`src/rtl/leb128_decoder_if.sv`:
```
// rtl/leb128_decoder_if.sv - encoded byte stream handshake between fetch and the LEB128 decoder
//
// Purpose: carries one encoded immediate byte per transfer.
// A transfer occurs on a clock edge where byte_valid and byte_ready are both high.
//
// Signals:
//   byte_in    - encoded byte from fetch (master -> slave)
//   byte_valid - byte_in is valid (master -> slave)
//   byte_ready - decoder accepts a byte this cycle (slave -> master)
interface leb128_decoder_if;
  logic [7:0] byte_in;
  logic       byte_valid;
  logic       byte_ready;

  modport master (
    output byte_in,
    output byte_valid,
    input  byte_ready
  );

  modport slave (
    input  byte_in,
    input  byte_valid,
    output byte_ready
  );
endinterface

```
`src/rtl/leb128_decoder.sv`:
```
// rtl/leb128_decoder.sv - signed/unsigned 32/64-bit LEB128 immediate decoder
//
// Purpose: consumes the instruction byte stream and decodes one LEB128 immediate.
// The decoded immediate is returned as a 64-bit operand.
// Malformed encodings produce a trap code.
//
// Ports:
//   clk          - system clock, rising edge
//   reset        - asynchronous active-low reset
//   start        - begin a decode (honoured in IDLE or ERROR only)
//   signed_mode  - 1 = sLEB128, latched on start
//   width64      - 1 = 64-bit limits, 0 = 32-bit limits, latched on start
//   bus          - byte stream slave (byte_in / byte_valid / byte_ready)
//   value        - decoded immediate; 32-bit results are sign- or zero-extended
//   done         - one-cycle pulse; value is valid
//   busy         - decode in progress
//   trap         - 0 none, 1 LEB_TOO_LONG, 2 LEB_OVERFLOW
module leb128_decoder #(
  parameter int MAX_BYTES64 = 10,
  parameter int MAX_BYTES32 = 5
) (
  input  logic                   clk,
  input  logic                   reset,
  input  logic                   start,
  input  logic                   signed_mode,
  input  logic                   width64,
  leb128_decoder_if.slave        bus,
  output logic [63:0]            value,
  output logic                   done,
  output logic                   busy,
  output logic [3:0]             trap
);

  typedef enum logic [1:0] {IDLE, ACCUM, DONE, ERROR} state_t;

  state_t      state, state_next;
  logic [63:0] acc;
  logic [6:0]  shift;
  logic [3:0]  count;
  logic        sm;
  logic        w64;

  logic        byte_ready_c;
  logic        load_start;
  logic        load_value;
  logic        set_trap;
  logic [3:0]  trap_code;

  logic        xfer;
  logic [3:0]  limit;
  logic [3:0]  count_inc;
  logic        last;
  logic        last_ok;
  logic [6:0]  new_shift;
  logic [63:0] acc_next;
  logic [63:0] ext;
  logic [63:0] final_value;

  assign bus.byte_ready = byte_ready_c;

  assign xfer      = (state == ACCUM) && bus.byte_valid;
  assign limit     = w64 ? 4'(MAX_BYTES64) : 4'(MAX_BYTES32);
  assign count_inc = count + 4'd1;
  assign last      = (count_inc == limit);
  assign new_shift = shift + 7'd7;
  // At byte 10 the shift is 63, so payload bits above bit 63 fall off here.
  assign acc_next  = acc | ({57'd0, bus.byte_in[6:0]} << shift);

  // The final byte at the length limit may only carry bits that fit the
  // target width (unsigned) or that replicate the sign (signed).
  always_comb begin
    last_ok = 1'b1;
    case ({w64, sm})
      2'b00: last_ok = (bus.byte_in[6:4] == 3'd0);
      2'b01: last_ok = (&bus.byte_in[6:3]) || (bus.byte_in[6:3] == 4'd0);
      2'b10: last_ok = (bus.byte_in[6:1] == 6'd0);
      2'b11: last_ok = (bus.byte_in[6:0] == 7'h00) || (bus.byte_in[6:0] == 7'h7F);
      default: last_ok = 1'b1;
    endcase
  end

  // Sign fill from the first unwritten bit, then narrow to 32 bits if needed.
  always_comb begin
    ext = acc_next;
    if (sm && bus.byte_in[6] && (new_shift < 7'd64)) begin
      ext = ext | (~64'd0 << new_shift);
    end
    if (w64) begin
      final_value = ext;
    end else if (sm) begin
      final_value = {{32{ext[31]}}, ext[31:0]};
    end else begin
      final_value = {32'd0, ext[31:0]};
    end
  end

  always_ff @(posedge clk or negedge reset) begin
    if (!reset) begin
      state <= IDLE;
    end else begin
      state <= state_next;
    end
  end

  always_comb begin
    state_next   = state;
    byte_ready_c = 1'b0;
    busy         = 1'b0;
    done         = 1'b0;
    load_start   = 1'b0;
    load_value   = 1'b0;
    set_trap     = 1'b0;
    trap_code    = 4'd0;
    case (state)
      IDLE: begin
        if (start) begin
          load_start = 1'b1;
          state_next = ACCUM;
        end
      end
      ACCUM: begin
        busy         = 1'b1;
        byte_ready_c = 1'b1;
        if (xfer) begin
          if (bus.byte_in[7]) begin
            if (last) begin
              set_trap   = 1'b1;
              trap_code  = 4'd1;
              state_next = ERROR;
            end
          end else if (last && !last_ok) begin
            set_trap   = 1'b1;
            trap_code  = 4'd2;
            state_next = ERROR;
          end else begin
            load_value = 1'b1;
            state_next = DONE;
          end
        end
      end
      DONE: begin
        done       = 1'b1;
        state_next = IDLE;
      end
      ERROR: begin
        if (start) begin
          load_start = 1'b1;
          state_next = ACCUM;
        end
      end
      default: state_next = IDLE;
    endcase
  end

  always_ff @(posedge clk or negedge reset) begin
    if (!reset) begin
      acc   <= 64'd0;
      shift <= 7'd0;
      count <= 4'd0;
      sm    <= 1'b0;
      w64   <= 1'b0;
      value <= 64'd0;
      trap  <= 4'd0;
    end else begin
      if (load_start) begin
        acc   <= 64'd0;
        shift <= 7'd0;
        count <= 4'd0;
        sm    <= signed_mode;
        w64   <= width64;
        trap  <= 4'd0;
      end else if (xfer) begin
        acc   <= acc_next;
        shift <= new_shift;
        count <= count_inc;
      end
      if (set_trap) begin
        trap <= trap_code;
      end
      if (load_value) begin
        value <= final_value;
      end
    end
  end

endmodule

```
`src/flat_wrapper.sv`:
```
// flat-port wrapper written by rule: the top's interface ports become plain ports
module leb128_decoder_flat 
#(
  parameter int MAX_BYTES64 = 10,
  parameter int MAX_BYTES32 = 5
)
  (clk, reset, start, signed_mode, width64, value, done, busy, trap, bus_byte_in, bus_byte_valid, bus_byte_ready);
  leb128_decoder_if bus_i ();
  input  logic clk;
  input  logic reset;
  input  logic start;
  input  logic signed_mode;
  input  logic width64;
  output logic [63:0] value;
  output logic done;
  output logic busy;
  output logic [3:0] trap;
  input wire logic [$bits(bus_i.byte_in)-1:0] bus_byte_in;
  input wire logic [$bits(bus_i.byte_valid)-1:0] bus_byte_valid;
  output wire logic [$bits(bus_i.byte_ready)-1:0] bus_byte_ready;
  assign bus_i.byte_in = bus_byte_in;
  assign bus_i.byte_valid = bus_byte_valid;
  assign bus_byte_ready = bus_i.byte_ready;
  leb128_decoder #(.MAX_BYTES64(MAX_BYTES64), .MAX_BYTES32(MAX_BYTES32)) u_core (.clk(clk), .reset(reset), .start(start), .signed_mode(signed_mode), .width64(width64), .bus(bus_i), .value(value), .done(done), .busy(busy), .trap(trap));
endmodule
```
`config.mk`:
```
export PLATFORM = sky130hd
export DESIGN_NAME = leb128_decoder_flat
export DESIGN_NICKNAME = d
export VERILOG_FILES = /design/src/rtl/leb128_decoder_if.sv /design/src/rtl/leb128_decoder.sv /design/src/flat_wrapper.sv
export SDC_FILE = /design/constraint.sdc
export NUM_CORES = 1
export LEC_CHECK = 0
export ABC_AREA = 1
export CORE_ASPECT_RATIO = 0.75
export CORE_UTILIZATION = 55
export DETAILED_ROUTE_END_ITERATION = 7
export DONT_BUFFER_PORTS = 1
export GPL_ROUTABILITY_DRIVEN = 0
export PLACE_DENSITY_LB_ADDON = 0.12
export SYNTH_ARGS = -nofsm -noshare
export SYNTH_HDL_FRONTEND = slang
export SYNTH_SLANG_ARGS = --single-unit
export TNS_END_PERCENT = 30
```
`constraint.sdc`:
```
create_clock -name clk -period 2.7 [get_ports clk]
set_input_delay 0 -clock clk [delete_from_list [all_inputs] [get_ports clk]]
set_output_delay 0 -clock clk [all_outputs]
set_load 0.02 [all_outputs]
```
==> reports/metrics.cfg <==
[outcome]
status = finished with violations
violations = hold timing

[logic_synthesis]
synth-async-reset-ratio = 1.00
ys_types = 44
ys_top_cells_by_count = nand2_1, dfrtp_1, nor2_1
synth.most_common_cell = nand2_1
synthesis.instances = 1039
synthFlopType = dfrtp_1
syn_area_sq_um = 8050
syn_area_per_cell_sq_um = 7.75
ys_seq_area_frac = 0.451
ys_ff_latch = 145
synth_area_leaders = dfrtp_1, nand2_1, nor2_1
yosysTopAreaCellShare = 0.451
synth_area_leader_cell = dfrtp_1
synth_edf_count = 0
ys_warn_count = 0

[global_route]
grt_pass1_wl_mm = 38.5
track_usage = 0.338
overflow = 0
first_global_vias = 7077
grt_start_max_net_pins = 146
antenna_found_initial = 0

[power_and_ir_drop]
p_leak_nw = 4.04
finalPower_mw = 10.8
peakVddDrop_mv = 0.843
powerDensity_nw_per_um2 = 1230

[floorplan]
pin_count = 85
fp.dieH_microns = 107
rows = 37
start_util = 0.576
die_area_sq_um = 15100
core_area_sq_um = 14000
die_w_microns = 142

[route]
dr.pass1.iters = 5
routedWlPerCell_microns = 19.4
dr_total_vias = 7394
ant_nets = 0
drc = 0
drt_iter0_drc = 935
via_per_inst = 5.94
wl_mm = 24.2

[timing]
finalMaxSlewViolations = 0
period_needed_ns = 2.59
min_period_over_period = 0.958
tightest_slew_ns = 0.720
relSlewSlack = 0.516
setup_tns_ns = 0
hold_ws_ns = -0.727
rsz0062_at_grt = false
finalClockSkew_ns = 0.0122
hold_viol_final = 145
setup_violations = 0
fmax_mhz = 387

[worst_setup_path]
cp_top_family = adder cells
cp-startpoint = u_core.shift[0]$_DFFE_PN0P_
crit_slowest_cell = dfrtp_1
required_ns = 3.00
arrival_ns = 2.88
reg2reg_to = u_core.value[52]$_DFFE_PN0P_
cp_num_buf_inv = 4
timing.rr.start = u_core.shift[0]$_DFFE_PN0P_
endpoint_kind = register
cp_max_fo = 9
crit_end = u_core.value[52]$_DFFE_PN0P_
worst_setup_path_start_kind = register
crit_cells = 13
criticalPathCategory = register to register
r2r_setup_slack_ns = 0.11
max_stage_delay_ns = 0.49
reg2reg_depth = 13
crit_chain = inv_4 -> ha_1 -> inv_1 -> ha_1 -> inv_1 -> nor2_1 -> inv_1 -> a21oi_1 -> nor2_1 -> nor2_1 -> nand2_1 -> nand2_1 -> a21oi_2

[hold_path]
hold_class = input pin to async pin

[placed_design]
hpwl_mm = 16.9
port-buffer-count = 0

[clock_tree]
cts-hold-fix-buffers = 6
cts_tree = done
cts-root-buf = clkbuf_16
clock_sinks = 145
clk_path_buf_depth = 2
cts-buffers-inserted = 17
postCtsSetupBuffers = 0
clock_latency_ns = 0.42
htreeDepth = 4
clkTransAtPathRegs_ns = 0.07

[final_layout]
diodes = 0
finalNetCount = 1057
synthToLayoutAreaGrowth_pct = 9.34
drive_above_1_share = 0.129
fill_cells = 1275

[run]
drv_cap = 0

==> timing repair <==
action / CTS / global route
setup endpoints to repair: 0 / 2
endpoints found under the hold margin: 152 / 145
resized for setup: 0 / 2
==> metal layers <==
| metal | track usage | wire length (microns) | up-vias |
|---|---|---|---|
| met3 | 0.0813 | 2450 | 79 |
| met5 | 0 | 0 | - |
| met2 | 0.482 | 10100 | 436 |
| met1 | 0.482 | 10600 | 3440 |
| li1 | - | - | 3439 |
| met4 | 0.165 | 1060 | 0 |
==> worst reg2reg max path, stage by stage, from the launching register on <==
cell and delay (ns):
dfrtp_1 0.49, inv_4 0.09, ha_1 0.25, inv_1 0.09, ha_1 0.44, inv_1 0.13
nor2_1 0.18, inv_1 0.12, a21oi_1 0.28, nor2_1 0.08, nor2_1 0.10, nand2_1 0.07
nand2_1 0.08, a21oi_2 0.05
==> power breakdown <==
| group | internal, mW | leakage [nW] | switching [mW] | total (mW) |
|---|---|---|---|---|
| combinational | 1.43 | 1.90 | 3.32 | 4.75 |
| clock | 1.20 | 0.259 | 1.01 | 2.21 |
| sequential | 2.79 | 1.89 | 1.09 | 3.87 |
==> logic make-up after synthesis <==
family	synth area share
other	0.000466
buffers and inverters	0.0911
adder cells (fa/ha/maj)	0.0109
flip-flops	0.451
AND/OR/NAND/NOR	0.274
XOR/XNOR	0.00109
AO/OA/AOI/OAI	0.172
==> flip-flops by register name, summed over array words and instances, names as in the netlist <==
signal,flops
u_core.shift,7
u_core.state,2
u_core.acc,64
u_core.trap,2
u_core.count,4
u_core.value,64
u_core.w64,1
u_core.sm,1
==> worst min-delay path by stage <==
stage / startpoint / endpoint / slack, ns
5_1_grt: reset / u_core.count[1]$_DFFE_PN0P_ / -0.75
3_3_place_gp: reset / u_core.value[30]$_DFFE_PN0P_ / -0.29
3_5_place_dp: reset / u_core.value[27]$_DFFE_PN0P_ / -0.29
6_report: reset / u_core.value[27]$_DFFE_PN0P_ / -0.73
4_1_cts: reset / u_core.trap[0]$_DFFE_PN0P_ / -0.74
2_1_floorplan: reset / u_core.acc[0]$_DFFE_PN0P_ / -0.30
==> layout by cell type, fill, tap and decap left out, drive strengths merged <==
master       count
nand2          221
dfrtp          145
nor2           145
inv            102
nand3          100
a21oi           92
o21ai           76
buf             35
nand4           25
a31oi           19
clkbuf          18
o22ai           13
a211oi           8
ha               7
o21a             6
dlygate4sd3      6
a31o             4
clkinvlp         4
nor3             3
o21bai           3
o31ai            2
and2             2
a22o             2
o211a            2
conb             2
or2              2
clkinv           2
xnor2            1
nand3b           1
o22a             1
==> final cells by class <==
class | instances | area, sq um | area share
Clock buffer | 18 | 429 | 0.0488
Clock inverter | 14 | 119 | 0.0135
Inverter | 94 | 360 | 0.0409
Multi-Input combinational cell | 737 | 3690 | 0.420
Sequential cell | 145 | 3630 | 0.412
Tap cell | 195 | 244 | 0.0277
Timing Repair Buffer | 41 | 327 | 0.0371
==> per-stage QoR <==
step / cells / cell area (sq um) / setup slack (ns) / util
after floorplan: 1040 / 8050 / 0.467 / -
after global placement: 1206 / 8190 / 0.208 / 0.586
after detailed placement: 1206 / 8190 / 0.256 / 0.586
after CTS: 1244 / 8790 / 0.245 / 0.629
after global routing: 1244 / 8800 / 0.0202 / 0.629
final: 1244 / 8800 / 0.114 / 0.629
(Power assumes the default switching activity.)
